### config.mk
export PLATFORM = sky130hd
export DESIGN_NAME = amber48_uart_tx
export DESIGN_NICKNAME = d
export VERILOG_FILES = /design/src/rtl/amber48_uart_tx.sv
export SDC_FILE = /design/constraint.sdc
export NUM_CORES = 1
export LEC_CHECK = 0
export ABC_AREA = 0
export CORE_ASPECT_RATIO = 1.25
export CORE_MARGIN = 4
export CORE_UTILIZATION = 55
export DETAILED_ROUTE_END_ITERATION = 8
export GPL_ROUTABILITY_DRIVEN = 0
export PLACE_DENSITY = 0.73
export SLEW_MARGIN = 25
export SYNTH_ARGS = -nofsm -noshare
export SYNTH_HDL_FRONTEND = slang
export SYNTH_SLANG_ARGS = --single-unit
### constraint.sdc
create_clock -name clk_i -period 7.9 [get_ports clk_i]
set_input_delay 0.79 -clock clk_i [delete_from_list [all_inputs] [get_ports clk_i]]
set_output_delay 0.79 -clock clk_i [all_outputs]
set_load 0.005 [all_outputs]
### src/rtl/amber48_uart_tx.sv
`timescale 1ns/1ps
`default_nettype none
// ============================================================================
// amber48_uart_tx : FIFO-buffered 8N1 serial transmitter for the dmem UART port
// Revision 1.0
// ============================================================================
module amber48_uart_tx #(
  parameter int CLKS_PER_BIT = 434,
  parameter int FIFO_DEPTH   = 16
) (
  input  logic                          clk_i,
  input  logic                          rst_ni,
  input  logic                          tx_valid_i,
  input  logic [7:0]                    tx_data_i,
  input  logic                          tx_enable_i,
  input  logic                          clr_overflow_i,
  output logic                          uart_txd_o,
  output logic                          busy_o,
  output logic [$clog2(FIFO_DEPTH):0]   fifo_level_o,
  output logic                          fifo_full_o,
  output logic                          overflow_o
);

  localparam int AW = $clog2(FIFO_DEPTH);
  localparam int CW = $clog2(CLKS_PER_BIT);
  localparam logic [CW-1:0] BAUD_LAST  = CW'(CLKS_PER_BIT - 1);
  localparam logic [AW:0]   LEVEL_FULL = (AW+1)'(FIFO_DEPTH);

  typedef enum logic [1:0] {IDLE, START, DATA, STOP} state_t;

  state_t          state, state_next;
  logic [CW-1:0]   baud_cnt, baud_next;
  logic [2:0]      bit_idx, bit_next;
  logic [7:0]      shift, shift_next;
  logic            txd, txd_next;

  logic [7:0]      mem [FIFO_DEPTH];
  logic [AW-1:0]   wr_ptr, rd_ptr;
  logic [AW:0]     level;
  logic            overflow;

  logic            bit_end, can_pop, pop, push, full, overflow_set;

  assign full         = (level == LEVEL_FULL);
  assign bit_end      = (baud_cnt == BAUD_LAST);
  assign can_pop      = (level != '0) && tx_enable_i;
  // A pop in the same cycle frees a slot, so a push into a full FIFO still lands.
  assign push         = tx_valid_i && (!full || pop);
  assign overflow_set = tx_valid_i && full && !pop;

  always_comb begin
    state_next = state;
    baud_next  = bit_end ? '0 : baud_cnt + CW'(1);
    bit_next   = bit_idx;
    shift_next = shift;
    pop        = 1'b0;
    case (state)
      IDLE: begin
        baud_next = '0;
        if (can_pop) begin
          pop        = 1'b1;
          shift_next = mem[rd_ptr];
          state_next = START;
        end
      end
      START: begin
        if (bit_end) begin
          state_next = DATA;
          bit_next   = 3'd0;
        end
      end
      DATA: begin
        if (bit_end) begin
          shift_next = {1'b0, shift[7:1]};
          bit_next   = bit_idx + 3'd1;
          if (bit_idx == 3'd7) state_next = STOP;
        end
      end
      STOP: begin
        if (bit_end) begin
          if (can_pop) begin
            pop        = 1'b1;
            shift_next = mem[rd_ptr];
            state_next = START;
          end else begin
            state_next = IDLE;
          end
        end
      end
      default: state_next = IDLE;
    endcase

    // Line level is derived from the next state so the pin itself is a flop.
    case (state_next)
      START:   txd_next = 1'b0;
      DATA:    txd_next = shift_next[0];
      default: txd_next = 1'b1;
    endcase
  end

  always_ff @(posedge clk_i or negedge rst_ni) begin
    if (!rst_ni) begin
      state    <= IDLE;
      baud_cnt <= '0;
      bit_idx  <= '0;
      shift    <= '0;
      txd      <= 1'b1;
      wr_ptr   <= '0;
      rd_ptr   <= '0;
      level    <= '0;
      overflow <= 1'b0;
    end else begin
      state    <= state_next;
      baud_cnt <= baud_next;
      bit_idx  <= bit_next;
      shift    <= shift_next;
      txd      <= txd_next;
      if (push) wr_ptr <= wr_ptr + AW'(1);
      if (pop)  rd_ptr <= rd_ptr + AW'(1);
      case ({push, pop})
        2'b10:   level <= level + (AW+1)'(1);
        2'b01:   level <= level - (AW+1)'(1);
        default: level <= level;
      endcase
      if (overflow_set)        overflow <= 1'b1;
      else if (clr_overflow_i) overflow <= 1'b0;
    end
  end

  always_ff @(posedge clk_i) begin
    if (push) mem[wr_ptr] <= tx_data_i;
  end

  assign uart_txd_o   = txd;
  assign busy_o       = (state != IDLE);
  assign fifo_level_o = level;
  assign fifo_full_o  = full;
  assign overflow_o   = overflow;

endmodule
`default_nettype wire

==> key figures, run 1 <==
Outcome
  – Status: complete, no violations

Worst hold path
  – Classification of the worst-slack hold path: in2async

CTS
  – Number of H-tree levels: 4
  – Hold-fix buffers, CTS: 0
  – Total clock sinks: 165
  – Clock tree from TritonCTS: yes
  – Bufs on Longest Clock Path: 2
  – Clock latency on the worst-skew pair: 420 ps
  – Cell at the root of the clock tree: clkbuf_16
  – Setup fix buffers added after clock tree synthesis: 0
  – Cts bufs inserted: 17
  – Post-cts resize count: 0
  – CTS clk-pin slew, worst paths: 60 ps

Timing
  – Tightest Pin Transition: ~900 ps
  – Headroom to the max-slew limit: 0.417
  – Setup Viol. Count Final: 0
  – Upper clock frequency limit: 315 MHz
  – Total count of max-transition violations in the final report: 0
  – Share of the clock period used by the worst path after layout: 0.402
  – Setup TNS: 0 ps
  – Final Hold Vio Count: 0
  – Crit path time final: 3180 ps
  – Unrepaired setup endpoints after global routing: no
  – Worst setup skew after layout: a little over 9 ps

Routing
  – Number of remaining DRC errors: 0
  – Total via count in the routed design: 3,638
  – TritonRoute pass-1 iters: 5
  – Total wirelength of the detailed-routed design: 12,900 um
  – Number of routed nets with antenna violations: 0
  – DR vias/cell: a little under 6
  – Wire length per cell after detailed routing: between 20 and 25 um
  – Starting DRC count in detailed routing: about 260

Critical path
  – CP Launch Type: flip-flop
  – Arrival time at the worst endpoint: 3220 ps
  – Critical Path End Type: flip-flop
  – Critical-path cell list: inv_1, ha_1, and4b_1, a31oi_1, or3_1, a21boi_4, nand2_1, nor2_1
  – Cell family with the largest share of critical-path delay: simple AND/OR/NAND/NOR gates
  – Peak per-stage delay on the critical path: just under 700 ps
  – CP max-delay cell: nor2_1
  – Critical path type: reg2reg
  – Data required time of the critical path: 7940 ps
  – Crit path max fanout: 8
  – Crit path buffers/inverters: 1

Final layout
  – Fin nets: 469
  – Diodes inserted: 0
  – Share of layout cells above drive strength 1: 0.170
  – Reg area: roughly 0.0048 sq mm
  – Total area of multi-input combinational cells: 0.00208 sq mm
  – Relative area change from synthesis to final layout: 12.9%
  – Filler cells: 885

Power
  – Clock share of power: 0.373
  – Combinational group share of total power: 0.104
  – IR Drop Worst-Case VDD: 176 uV
  – Leak pwr: 2.67 nW
  – Register share of total power: 0.523
  – NetSw: 0.000505 W
  – Net Sw Frac: 0.241
  – Internal power: ~0.0016 W
  – PD cells: 265 mW/mm^2
  – Total Power: 0.00209 W

Floorplanning
  – Initial standard-cell utilization of the core: 0.569
  – Standard-cell rows: 45
  – Total Die Area: 0.0146 sq mm
  – Number of top-level pins: 22
  – Die H: 134 um
  – Die span in x: 109 um
  – Standard cell core area: 0.0123 sq mm

Synthesis
  – Cell types with the highest counts after synthesis: edfxtp_1 (128), dfrtp_1 (36), mux4_2 (31), nor2_1 (31), nand2_1 (18)
  – Gate count after technology mapping: 420
  – Most used standard cell by instance count after synthesis: edfxtp_1
  – Yosys top cell area share: 0.551
  – Post-synthesis cell type with the largest combined area: edfxtp_1
  – Distinct cell type count after synthesis: slightly above 50
  – Sequential cell area fraction in the yosys report: 0.683
  – Number of synthesized register bits: between 150 and 200
  – Avg Inst Size Synth: 16.6 sq um
  – Synthesis warning total: 0
  – Post-synthesis async set-or-reset flop share: 0.224
  – Most used flip-flop cell after synthesis: edfxtp_1
  – Most area-consuming cells after synthesis: edfxtp_1 (55%), dfrtp_1 (13%), mux4_2 (10%), ha_1 (2.9%), xnor2_1 (1.9%)
  – Number of nets produced by synthesis: about 450
  – Area of the mapped netlist: 0.00698 sq mm
  – Number of enable-type register cells in the synthesized netlist: 128

Global routing
  – Antenna violations before repair: 0
  – Pin count of the biggest net entering global routing: 38
  – GR Util All Layers: 0.194
  – Grt total ovfl: 0
  – First-pass GRT wire length: 20,500 um
  – Number of global-route vias before repair: roughly 3,700

Place
  – HPWL after detailed placement: 8440 um
  – Number of port buffers: 21

Job
  – Max-cap check violation count: 0
==> metal layers <==
layer | up-vias | routed length (um) | global-route usage
li1 | 1676 | - | -
met1 | 1850 | 5300 | 0.254
met4 | 0 | 257 | 0.0807
met2 | 93 | 6790 | 0.317
met5 | - | 0 | 0
met3 | 19 | 596 | 0.0409
==> worst paths after layout <==
path                                        from                    end  slack [ps]  cells after the start
max                        baud_cnt[1]$_DFF_PN0_    mem[8][5]$_DFFE_PP_        4720                      8
min                                       rst_ni  baud_cnt[8]$_DFF_PN0_         490                      1
max reg2reg                baud_cnt[1]$_DFF_PN0_    mem[8][5]$_DFFE_PP_        4720                      8
min reg2reg                 shift[7]$_DFFE_PN0P_   shift[7]$_DFFE_PN0P_         500                      1
max in group asynchronous                 rst_ni  rd_ptr[0]$_DFFE_PN0N_        6760                      1
min in group clk_i          shift[7]$_DFFE_PN0P_   shift[7]$_DFFE_PN0P_         500                      1
==> cell families (layout without fill, tap and decap cells) <==
group                      Yosys count  count (layout)  synth area share
adders and majority gates           16              16            0.0287
DFF                                165             165             0.683
buffers and inverters               33              66            0.0219
xor gates and xnor gates            18              18            0.0226
AOI/OAI and AO/OA                   54              54            0.0604
and+or+nand+nor                     91              91            0.0652
muxes                               43              43             0.118
==> final cells by class <==
cell class,instances,share of cell area
inverters,11,0.00524
well taps,164,0.0260
repair buffers,23,0.0279
flip-flops and latches,165,0.606
multi-input cells,222,0.263
clock buffers,19,0.0549
clock inverters,13,0.0168
==> placed cells by master (no fill, tap or decap), drive strengths merged, types with 5 or more instances in the layout <==
| master | synthesis | layout |
|---|---|---|
| edfxtp | 128 | 128 |
| dfrtp | 36 | 36 |
| nor2 | 31 | 31 |
| mux4 | 31 | 31 |
| clkdlybuf4s50 | 0 | 20 |
| nand2 | 19 | 19 |
| clkbuf | 5 | 19 |
| ha | 16 | 16 |
| xnor2 | 15 | 15 |
| a211oi | 13 | 13 |
| inv | 11 | 13 |
| mux2i | 9 | 9 |
| o21ai | 9 | 9 |
| a21oi | 7 | 7 |
| nand3 | 6 | 6 |
| nor2b | 6 | 6 |
| a221o | 6 | 6 |
| nor3 | 6 | 6 |
| nand2b | 5 | 5 |
| clkinv | 0 | 5 |
==> sequential cells by signal (all words and copies together), names as in the netlist <==
signal	flops
wr_ptr	4
shift	8
rd_ptr	4
fifo_level_o	5
mem	128
state	2
bit_idx	3
uart_txd_o	1
baud_cnt	9
overflow_o	1
==> metrics by stage <==
stage / instance area (sq um) / hold slack [ps] / setup WS (ps) / cells / utilization
floorplan: 6980 / 457 / 5100 / 420 / -
global route: 7880 / 525 / 4510 / 617 / 0.642
CTS: 7880 / 501 / 4480 / 617 / 0.642
detailed placement: 7310 / 484 / 4150 / 585 / 0.596
finish: 7880 / 494 / 4720 / 617 / 0.642
global placement: 7300 / 476 / 4250 / 585 / 0.594
==> power groups by stage <==
stage                     Sequential [W]  Clock, W  Combinational [W]
after global placement           0.00110         0           0.000207
final                            0.00110  0.000781           0.000217
after detailed placement         0.00111         0           0.000220
after CTS                        0.00109  0.000795           0.000221
after global routing             0.00110  0.000842           0.000238
after floorplan                  0.00108         0           0.000144
(Power assumes the default switching activity.)
==> run 2, diff against run 1 <==
==> constraint.sdc (replaced) <==
create_clock -name clk_i -period 3.3 [get_ports clk_i]
set_input_delay 0.33 -clock clk_i [delete_from_list [all_inputs] [get_ports clk_i]]
set_output_delay 0.33 -clock clk_i [all_outputs]
set_load 0.005 [all_outputs]
==> run 2 against run 1 <==
  * Critical path depth rose by 1
  * Count of clock-buffer cells in the layout down 2
  * Final cell count rose by 3.4%
  * Routed wire length grew 5.4%
  * Hold slack got worse by 470 ps
  * Global-route usage is 1.2 points higher
  * Critical path type unchanged
  * Largest power group unchanged
  * Highest routed layer unchanged
==> key figures, run 2 (same netlist as run 1, synthesis figures left out) <==
Outcome
  – Status: complete, no violations

Timing
  – Worst setup skew after layout: 6.21 ps (-2.88 ps)
  – Tightest Pin Transition: 857 ps (-17.9 ps)
  – Final Hold Vio Count: 0 (unchanged)
  – Upper clock frequency limit: 362 MHz (+15%)
  – Total count of max-transition violations in the final report: 0 (unchanged)
  – Setup TNS: 0 ps (unchanged)
  – Setup Viol. Count Final: 0 (unchanged)
  – Unrepaired setup endpoints after global routing: no
  – Headroom to the max-slew limit: 0.429 (+0.0120)
  – Worst hold margin: 19.8 ps (-474 ps)
  – Share of the clock period used by the worst path after layout: 0.837 (+0.435)
  – Crit path time final: 2760 ps (-416 ps)

Worst hold path
  – Classification of the worst-slack hold path: in2async

Final layout
  – Count of non-filler cells in the finished layout: 638 (+3.4%)
  – Total area of multi-input combinational cells: 0.00206 sq mm (-0.96%)
  – Diodes inserted: 0 (unchanged)
  – Relative area change from synthesis to final layout: 15.6%
  – Commonest non-fill, non-tap cell in the layout: edfxtp_1
  – Registers with the most flip-flops: mem: 128 flops, baud_cnt: 9 flops, shift: 8 flops
  – Most used cells in the layout excluding fill and tap cells: edfxtp_1 (128), dfrtp_1 (35), nor2_1 (31), mux4_2 (31), buf_4 (21)
  – Reg area: 0.00477 sq mm (about the same)
  – End-of-flow core utilization: 0.657 (+0.0151)
  – Design Area, Final: 0.00807 sq mm (+2.3%)
  – Biggest register: mem
  – Share of layout cells above drive strength 1: 0.207 (+0.0368)
  – Fin nets: 490 (+4.5%)
  – Filler cells: 896 (+1.2%)
  – Number of flip-flops under the largest register name: 128 (unchanged)

Floorplanning
  – Total Die Area: 0.0146 sq mm (unchanged)
  – Number of top-level pins: 22 (unchanged)
  – Die H: 134 um (unchanged)
  – Standard-cell rows: 45 (unchanged)
  – Die span in x: 109 um (unchanged)
  – Initial standard-cell utilization of the core: 0.569 (unchanged)
  – Standard cell core area: 0.0123 sq mm (unchanged)

CTS
  – Total clock sinks: 165 (unchanged)
  – Clock latency on the worst-skew pair: 420 ps (about the same)
  – Cell at the root of the clock tree: clkbuf_16
  – Cts bufs inserted: 17 (unchanged)
  – Clock tree from TritonCTS: yes
  – CTS clk-pin slew, worst paths: 60 ps (about the same)
  – Number of H-tree levels: 4 (unchanged)
  – Post-cts resize count: 0 (unchanged)
  – Bufs on Longest Clock Path: 2 (unchanged)
  – Setup fix buffers added after clock tree synthesis: 0 (unchanged)
  – Hold-fix buffers, CTS: 0 (unchanged)

Critical path
  – Critical Path End Type: flip-flop
  – CP Launch Type: flip-flop
  – Crit path max fanout: 8 (unchanged)
  – Data required time of the critical path: 3430 ps (-4510 ps)
  – Arrival time at the worst endpoint: 2890 ps (-330 ps)
  – FF-to-FF path depth: 9 (+1)
  – Critical path type: reg2reg

Power
  – Leak pwr: 2.81 nW (+5.3%)
  – IR Drop Worst-Case VDD: 469 uV (+170%)
  – PD cells: 635 mW/mm^2 (+140%)

Global routing
  – Pin count of the biggest net entering global routing: 38 (unchanged)
  – First-pass GRT wire length: 21,800 um (+6.5%)
  – GR Util All Layers: 0.206 (+0.0123)
  – Antenna violations before repair: 0 (unchanged)
  – Grt total ovfl: 0 (unchanged)
  – Number of global-route vias before repair: 3,950 (+5.8%)

Routing
  – Starting DRC count in detailed routing: 379 (+49%)
  – Number of routed nets with antenna violations: 0 (unchanged)
  – DR vias/cell: 5.97 (+1.2%)
  – Wire length per cell after detailed routing: 21.4 um (+1.9%)
  – Number of remaining DRC errors: 0 (unchanged)
  – TritonRoute pass-1 iters: 6 (+1)
  – Total wirelength of the detailed-routed design: 13,600 um (+5.4%)
  – Total via count in the routed design: 3,808 (+4.7%)

Place
  – Post-placement cell count: 606 (+3.6%)
  – Placed Instance Area: 0.00748 sq mm (+2.3%)
  – Number of port buffers: 21 (unchanged)
  – HPWL after detailed placement: 9070 um (+7.5%)

Job
  – Max-cap check violation count: 0 (unchanged)
-- run 2: changes by cell type in the layout (fill, tap and decap cells not counted) --
cell	before	now
nor3_1	2	6
dfrtp_4	1	0
buf_4	2	21
clkinvlp_4	4	1
clkinv_1	3	1
nor3_2	4	0
buf_12	0	2
inv_8	0	2
clkinv_2	1	2
dfrtp_2	0	1
inv_6	2	6
clkbuf_1	2	0
-- run 2: per-stage QoR --
step / setup WS, ps / total power, W
after floorplan: 504 / 0.00293
after detailed placement: 553 / 0.00321
after CTS: 529 / 0.00517
after global routing: 271 / 0.00535
after global placement: 617 / 0.00318
final: 539 / 0.00513
-- run 2: cell type report --
cell class / count / share of cell area
Clock inverter: 15 / 0.0205
Tap cell: 164 / 0.0254
Timing Repair Buffer: 44 / 0.0499
Clock buffer: 17 / 0.0527
Multi-Input combinational cell: 222 / 0.255
Sequential cell: 165 / 0.591
Inverter: 11 / 0.00512
-- run 2: worst paths after layout --
check                                          to                  start  slack [ps]
setup / recovery              mem[0][7]$_DFFE_PP_  baud_cnt[1]$_DFF_PN0_         540
hold / removal             bit_idx[1]$_DFFE_PN0P_                 rst_ni          20
setup reg to reg              mem[0][7]$_DFFE_PP_  baud_cnt[1]$_DFF_PN0_         540
hold reg to reg              shift[7]$_DFFE_PN0P_   shift[7]$_DFFE_PN0P_         490
max in group asynchronous   rd_ptr[0]$_DFFE_PN0N_                 rst_ni        2680
min in group clk_i           shift[7]$_DFFE_PN0P_   shift[7]$_DFFE_PN0P_         490
-- run 2: routing by layer --
| metal | GRT usage | vias up | routed length, um |
|---|---|---|---|
| li1 | - | 1717 | - |
| met1 | 0.274 | 1961 | 5550 |
| met2 | 0.329 | 106 | 7060 |
| met3 | 0.0453 | 24 | 627 |
| met4 | 0.0898 | 0 | 401 |
| met5 | 0 | - | 0 |
-- run 2: power by group --
group | leakage (nW) | total, W | switching, W | internal, W
Sequential | 1.62 | 0.00261 | 0.000144 | 0.00246
Combinational | 0.894 | 0.000561 | 0.000305 | 0.000256
Clock | 0.291 | 0.00196 | 0.000824 | 0.00113
Total | 2.81 | 0.00513 | 0.00127 | 0.00385
-- run 2: critical path, cell delays in order (launching register included) --
cell      delay (ps)
dfrtp_1          410
inv_1             70
ha_1             120
and4b_1          280
a31oi_1          180
or3_1            530
a21boi_4         350
nand2_1          170
nor3_1           160
buf_4            190
